### src/rtl/data_mem_responder.sv
// Wait-state data memory responder for the 19-bit CPU bus; one access in flight.
// Optional define DMEM_PARITY_EN adds a stored even-parity bit and a par_inject port.
module data_mem_responder #(
    parameter int ADDR_W      = 8,
    parameter int WAIT_STATES = 1
) (
    input  logic        clk,
    input  logic        rst,
    input  logic [18:0] address,
    input  logic        mem_read,
    input  logic        mem_write,
    input  logic [18:0] wr_data,
`ifdef DMEM_PARITY_EN
    input  logic        par_inject,
`endif
    output logic [18:0] rd_data,
    output logic        ready,
    output logic        err,
    output logic        busy
);
    localparam int DEPTH = 2 ** ADDR_W;
`ifdef DMEM_PARITY_EN
    localparam int MEM_W = 20;
`else
    localparam int MEM_W = 19;
`endif
    localparam logic [3:0] WS_LOAD =
        (WAIT_STATES > 0) ? 4'(WAIT_STATES - 1) : 4'd0;

    typedef enum logic [1:0] {IDLE, WAIT, RESP} state_t;

    state_t            state;
    logic [3:0]        cnt;
    logic              op_rd;
    logic              op_wr;
    logic [18:0]       op_addr;
    logic [18:0]       op_data;
    logic [MEM_W-1:0]  mem [DEPTH];

    logic              in_idle;
    logic              req;
    logic              go_resp;
    logic              c_rd;
    logic              c_wr;
    logic              c_bad;
    logic [18:0]       c_addr;
    logic [18:0]       c_data;
    logic [ADDR_W-1:0] c_idx;
    logic [MEM_W-1:0]  c_word;
    logic [MEM_W-1:0]  w_word;
    logic              we;
    logic              par_bad;
`ifdef DMEM_PARITY_EN
    logic              op_inj;
    logic              c_inj;
`endif

    // With zero wait states the access happens on the accept edge itself,
    // so the live bus is used; otherwise the latched request is.
    always_comb begin
        in_idle = (state == IDLE);
        req     = mem_read | mem_write;
        c_rd    = in_idle ? mem_read  : op_rd;
        c_wr    = in_idle ? mem_write : op_wr;
        c_addr  = in_idle ? address   : op_addr;
        c_data  = in_idle ? wr_data   : op_data;
        c_bad   = ((c_addr >> ADDR_W) != 19'd0) || (c_rd && c_wr);
        go_resp = (in_idle && req && (WAIT_STATES == 0))
                || ((state == WAIT) && (cnt == 4'd0));
        we      = go_resp && c_wr && !c_bad && !rst;
        c_idx   = c_addr[ADDR_W-1:0];
        c_word  = mem[c_idx];
`ifdef DMEM_PARITY_EN
        c_inj   = in_idle ? par_inject : op_inj;
        w_word  = {(^c_data) ^ c_inj, c_data};
        par_bad = ^c_word;
`else
        w_word  = c_data;
        par_bad = 1'b0;
`endif
    end

    always_ff @(posedge clk) begin
        if (we)
            mem[c_idx] <= w_word;
    end

    always_ff @(posedge clk or posedge rst) begin
        if (rst) begin
            state   <= IDLE;
            cnt     <= 4'd0;
            rd_data <= 19'd0;
            ready   <= 1'b0;
            err     <= 1'b0;
            busy    <= 1'b0;
            op_rd   <= 1'b0;
            op_wr   <= 1'b0;
            op_addr <= 19'd0;
            op_data <= 19'd0;
`ifdef DMEM_PARITY_EN
            op_inj  <= 1'b0;
`endif
        end else begin
            ready <= 1'b0;
            err   <= 1'b0;
            if (go_resp) begin
                state <= RESP;
                ready <= 1'b1;
                busy  <= 1'b1;
                if (c_bad) begin
                    err <= 1'b1;
                end else if (c_rd) begin
                    rd_data <= c_word[18:0];
                    err     <= par_bad;
                end
            end else begin
                unique case (state)
                    IDLE: begin
                        if (req) begin
                            state   <= WAIT;
                            busy    <= 1'b1;
                            cnt     <= WS_LOAD;
                            op_rd   <= mem_read;
                            op_wr   <= mem_write;
                            op_addr <= address;
                            op_data <= wr_data;
`ifdef DMEM_PARITY_EN
                            op_inj  <= par_inject;
`endif
                        end
                    end
                    WAIT: cnt <= cnt - 4'd1;
                    RESP: begin
                        state <= IDLE;
                        busy  <= 1'b0;
                    end
                    default: state <= IDLE;
                endcase
            end
        end
    end
endmodule

### config.mk
export PLATFORM = sky130hd
export DESIGN_NAME = data_mem_responder
export DESIGN_NICKNAME = d
export VERILOG_FILES = /design/src/rtl/data_mem_responder.sv
export SDC_FILE = /design/constraint.sdc
export NUM_CORES = 2
export LEC_CHECK = 0
export BUFFER_PORTS_ARGS = -buffer_cell sky130_fd_sc_hd__clkbuf_2
export CELL_PAD_IN_SITES_DETAIL_PLACEMENT = 0
export CELL_PAD_IN_SITES_GLOBAL_PLACEMENT = 2
export CORE_MARGIN = 8
export CORE_UTILIZATION = 41
export DETAILED_ROUTE_END_ITERATION = 8
export PLACE_DENSITY_LB_ADDON = 0.1
export SLEW_MARGIN = 40
export SYNTH_ARGS = -nofsm -noshare
export SYNTH_HDL_FRONTEND = slang
export SYNTH_MEMORY_MAX_BITS = 65536
export SYNTH_SLANG_ARGS = --single-unit
### constraint.sdc
create_clock -name clk -period 5.6 [get_ports clk]
set_input_delay 0.56 -clock clk [delete_from_list [all_inputs] [get_ports clk]]
set_output_delay 0.56 -clock clk [all_outputs]
set_load 0.03 [all_outputs]
After elaboration in Yosys (flattened, before gate mapping)
Memories as Yosys holds them, arrays and structs flattened. A register that Yosys moved wholly into a read port is not among the register bits. Cells that the tools add are included.

Logic and storage cells: 54. Output and inout bits: 22. Flip-flop bits (word level): 49. Memories: 1. Memory bits (writable): 4864. Input bits: 42.

Memory list: mem (depth 256, width 19, read ports 1, clocked after memory_dff 1, wr ports 1, RTL line 38) `logic [MEM_W-1:0] mem [DEPTH];`.

Bitwise logic cells: 3. Equality and inequality tests: 5. Reductions and logical operators: 18. Add/subtract/negate cells: 1. Multiplexer cells: 17.

Operators with widths (count): 2-to-1 mux 19 bit (2); nonzero test 19 bit (1); 2-to-1 mux 1 bit (9); AND reduction 3 bit (3); one-hot mux 4 bit (2 select lines) (1); logical AND 1 bit (5); logical NOT 4 bit (1); 2-to-1 mux 2 bit (2); 2-to-1 mux 4 bit (1); one-hot mux 2 bit (2 select lines) (1); AND reduction 2 bit (2); subtractor 4 x 1 -> 4 bit (second input constant) (1); != test 3 x 1 -> 1 bit (second input constant) (1); nonzero test 3 bit (1); equality test 2 x 1 -> 1 bit (second input constant) (1); equality test 2 bit (second input constant) (1); logical NOT 1 bit (2); logical NOT 2 bit (1); != test 2 x 1 -> 1 bit (second input constant) (1); != test 2 bit (second input constant) (1); inverter 1 bit (2); one-hot mux 1 bit (2 select lines) (1); nonzero test 2 bit (1); logical OR 1 bit (1); OR 1 bit (1).

Depth between registers and ports, before layout
Depth after elaboration: 9. Depth in mapped cells: 14. Depth with buffers taken out: 8.

Worst setup path before layout
No wires, ideal clock.

Path type: register -> register. Start point: register state[0]. End point: memory mem[0][10], data pin. Setup time: 823 ps. Data arrival time: 4836 ps. Buffers on the path: 6. Clock period less this slack: 5659 ps. Setup slack: -59 ps. Stages on the path, launching flop included: 10. Required time: 4777 ps. Cells stage by stage: dfrtp_1 -> buf_6 -> nor2_8 -> buf_6 -> buf_2 -> buf_2 -> buf_1 -> buf_1 -> nand2_1 -> nand2_1.

Word-level cells in the longest chain between the ends: 2.

RTL lines: start: declaration (RTL line 32) `state_t state;`; start signal: assignment (RTL line 90) `state <= IDLE;`; start signal: assignment (RTL line 107) `state <= RESP;`; start signal: assignment (RTL line 120) `state <= WAIT;`; logical NOT 2 bit (RTL line 61) `in_idle = (state == IDLE);`; 2-to-1 mux 19 bit (RTL line 66) `c_data = in_idle ? wr_data : op_data;`; named net c_data[10] (RTL line 47) `logic [18:0] c_data;`; end: declaration (RTL line 38).

The timed path passes the listed nets, and every way through them passes these cells.

Worst setup path in the final report
Start point: register state[0]. End point: register rd_data[15] (read register of mem).

Word-level cells in the longest chain between the ends: 6. Elaborated cells between the ends (all ways): 11. Those cells by class: eq/ne (1); mux (3); bitwise (1); reduce/logical (6).

RTL lines: logical NOT 2 bit (RTL line 61); 2-to-1 mux 19 bit (tied with other cells) (RTL line 65) `c_addr = in_idle ? address : op_addr;`; nonzero test 19 bit / logical AND 1 bit (equally long branches) (RTL line 67) `c_bad = ((c_addr >> ADDR_W) != 19'd0) || (c_rd && c_wr);`; logical OR 1 bit (RTL line 67); inverter 1 bit (no line); AND reduction 3 bit (no line); end: declaration (RTL line 16) `output logic [18:0] rd_data,`.

Parallel ways exist; a longest one is shown, timed or not. A chain may end at the register's enable or synchronous reset.

==> summary.md <==
| Metric | Value |
|---|---|
| Worst-Skew Late Latency | 1.05 ns |
| Post-DR vias/cell | 6.095 |
| Static leakage | 0.06525 uW |
| Max stage delay on crit path | 0.79 ns |
| Netlist Area Pre-Place | 0.1821 sq mm |
| CP Depth | 11 |
| Number of fill cells | 37,220 |
| Drt initial violations | 11,720 |
| Critical Path RT | 6.49 ns |
| Sequential area share after synthesis | 81.16% |
| Most common cell on crit path | a21oi_1 |
| Root buf cell | clkbuf_16 |
| Mapped Nets | 10,340 |
| Core ar. | 0.4421 sq mm |
| DRC violations left | 0 |
| Overflow after GRT | 0 |
| Initial antenna violation count | 33 |
| I/O Buffers | 63 |
| Area delta synth->final | 16.96% |
| Power per standard cell area | 596.9 mW/mm^2 |
| Vias in the first global route | 103,400 |
| Crit path max-delay family | compound AO/OA/AOI/OAI gates |
| Synth Area per Inst | 17.68 sq um |
| Multi-input logic area | 0.03214 sq mm |
| CTS tree | yes |
| Post-CTS Resized | 0 |
| Final setup viols | 0 |
| Initial DRT Pass Iterations | 6 |
| Worst hold margin | 0.3161 ns |
| Die height | 682.4 um |
| WP data arrival | 5.68 ns |
| Post-synth EDFFs | 4,864 |
| VDD IR-drop max | 788.0 uV |
| Total Nets Final | 11,070 |
| Final Instance Area | 0.2129 sq mm |
| Slew HR | 35.18% |
| Unique masters post-synth | 42 |
| CP Max Fanout | 60 |
| Top FF cell, synth | edfxtp_1 |
| Initial core utilization | 41.19% |
| Num CTS Buffers | 543 |
| Hold Path Stages | 3 |
| Worst path slowest cell | o41ai_1 |
| Clock-pin slew on the worst setup and hold paths | 0.06 ns |
| Area of placed instances | 0.1956 sq mm |
| Buf/Inv on CP | 3 |
| Post-Route WL | 605,400 um |
| Share of cells above drive strength 1 | 17.90% |
| WL/cell | 34.89 um |
| Std-Cell Rows | 244 |
| Cell count after synthesis | 10,300 |
| IO Count | 64 |
| Synth async-reset ratio | 1.379% |
| Period utilization | 85.63% |
| Global-route wire length before repair | 836,200 um |
| Total Routing Usage GR | 25.27% |
| Largest net degree at the start of global routing | 146 |
| Worst-Margin Slew | 0.9724 ns |
| Yosys reg bits | 4,932 |
| Setup repair after global routing missed its margin | false |
| Die Span X | 682.4 um |
| Htree depth | 6 |
| Max Fclk | 208.5 MHz |
| Clk sinks | 4,932 |
| Die Footprint | 0.4656 sq mm |
| Via Count | 105,800 |
| Post-DP HPWL | 353,400 um |
| Final std cells w/o fill | 17,350 |
| # Max-Cap Violations | 0 |
| Critical Path Sink Type | flip-flop |
| CP Cell Sequence | nor2_8 > o21ai_4 > buf_8 > buf_12 > buf_4 > a22oi_1 > a21oi_1 > o41ai_1 > a41oi_1 > nor4_1 > a21oi_1 |
| Outcome | complete, no violations |
| Startpoint Class | flip-flop |
| Placer Congestion | 0.8035 |
| Tmin final | 4.795 ns |
| DP Cell Count | 16,340 |
| Count of pins over their slew limit | 0 |
| Total power | 127,100 uW |
| Register area | 0.1478 sq mm |
| Final hold vios | 0 |
| Crit Path Class | flip-flop to flip-flop |
| Clock skew | 0.04567 ns |
| Hold Crit Class | primary input to flip-flop |
| Bufs on Longest Clock Path | 4 |
| Post-DRT Antenna Nets | 0 |
| Synthesis Warnings | 0 |
| Worst reg2reg path depth | 11 |
-- sequential cells by signal, summed over array words and instances, names as in the netlist --
register	cells
busy	1
cnt	4
err	1
mem	4864
op_addr	19
op_data	19
op_rd	1
op_wr	1
rd_data	19
ready	1
state	2
-- per-stage QoR --
stage / utilization (%) / setup TNS [ns] / worst slack [ns]
after floorplan: - / 0 / 0.2373
after detailed placement: 44.25 / 0 / 0.7948
after global routing: 48.16 / 0 / 0.6788
after global placement: 44.02 / -0.5450 / -0.2637
final: 48.17 / 0 / 0.8047
after CTS: 48.12 / 0 / 0.8397
-- per-layer routing --
metal  global-route usage [%]  part of all wire, %
met3                    3.528                  6.8
met2                    39.70                   46
met5                        0               0.0091
met1                    37.22                   44
met4                    6.512                  2.8
-- worst paths after layout --
path / from / end / slack [ns]
min in group asynchronous: rst / ready / 0.34
worst min register to register: op_data[15] / op_data[15] / 0.51
worst max register to register: state[0] / rd_data[15] / 0.80
max in group asynchronous: rst / rd_data[18] / 4.07
worst max-delay path: state[0] / rd_data[15] / 0.80
worst min-delay path: wr_data[13] / op_data[13] / 0.32
-- cell families (layout without fill, tap and decap cells) --
group	after synthesis	in the layout	share of synthesized area (%)
xor+xnor	2	2	0.009623
other cells	0	15	0
simple gates	467	467	1.088
buf+inv	784	1923	2.181
flops	4932	4932	81.16
fa+ha+maj	2	2	0.01374
mux	39	39	0.2412
compound gates	4070	4070	15.31
-- cell usage in the layout, fill, tap and decap left out, types with 43 or more instances in the layout --
master / netlist / routed
nor2_1: 289 / 62
dfrtp_1: 68 / 67
a21oi_1: 1246 / 1246
a41oi_1: 65 / 43
clkinv_2: 0 / 67
a22oi_1: 2432 / 2432
o41ai_2: 0 / 66
clkinv_1: 0 / 115
o41ai_1: 292 / 224
nand2_1: 96 / 63
clkbuf_1: 156 / 136
clkbuf_16: 0 / 560
clkbuf_2: 0 / 63
buf_4: 76 / 709
buf_12: 0 / 123
nor2_2: 0 / 226
edfxtp_1: 4864 / 4864
-- cells in the mapped netlist, types with 5 or more instances --
cell type | count | area [sq um]
nor4_1 | 29 | 181.4
buf_6 | 15 | 168.9
buf_1 | 27 | 101.4
buf_4 | 76 | 570.6
or3_1 | 12 | 75.07
nand3_1 | 5 | 25.02
buf_2 | 504 | 2522
edfxtp_1 | 4864 | 146100
a21oi_1 | 1246 | 6236
nor3_1 | 8 | 40.04
o41ai_1 | 292 | 2557
a41oi_1 | 65 | 569.3
nand4_1 | 6 | 37.54
clkbuf_1 | 156 | 585.6
nand2b_1 | 8 | 50.05
inv_1 | 6 | 22.52
dfrtp_1 | 68 | 1702
o21a_1 | 6 | 45.04
nand2_1 | 96 | 360.4
mux2_2 | 39 | 439.2
nor2_1 | 289 | 1085
a22oi_1 | 2432 | 18260
-- worst min-delay path, stage by stage --
cell	delay (ns)
dlygate4sd3_1	0.52
clkbuf_2	0.10
mux2_2	0.13
-- power by group --
part / switching [uW] / total, uW / internal [uW] / leakage [uW]
clock: 14300 / 33800 / 19500 / 0.00815
sequential: 163 / 49000 / 48800 / 0.0447
combinational: 33100 / 44300 / 11200 / 0.0124
total: 47600 / 127000 / 79600 / 0.0652
-- area by class of cell --
| cell class | instances | area share (%) |
|---|---|---|
| sequential | 4932 | 69.39 |
| multi-input combinational | 4580 | 15.09 |
| clock buffer | 713 | 6.931 |
| timing repair buffer | 960 | 4.182 |
| tap | 5904 | 3.469 |
| clock inverter | 244 | 0.9049 |
| antenna | 15 | 0.01763 |
| inverter | 6 | 0.01175 |
-- timing repair --
item	4_1_cts	5_1_grt
hold buffers	41	0
buffers inserted	0	0
endpoints found under the hold margin	78	0
Note: power is estimated with default switching activity, not from simulation.
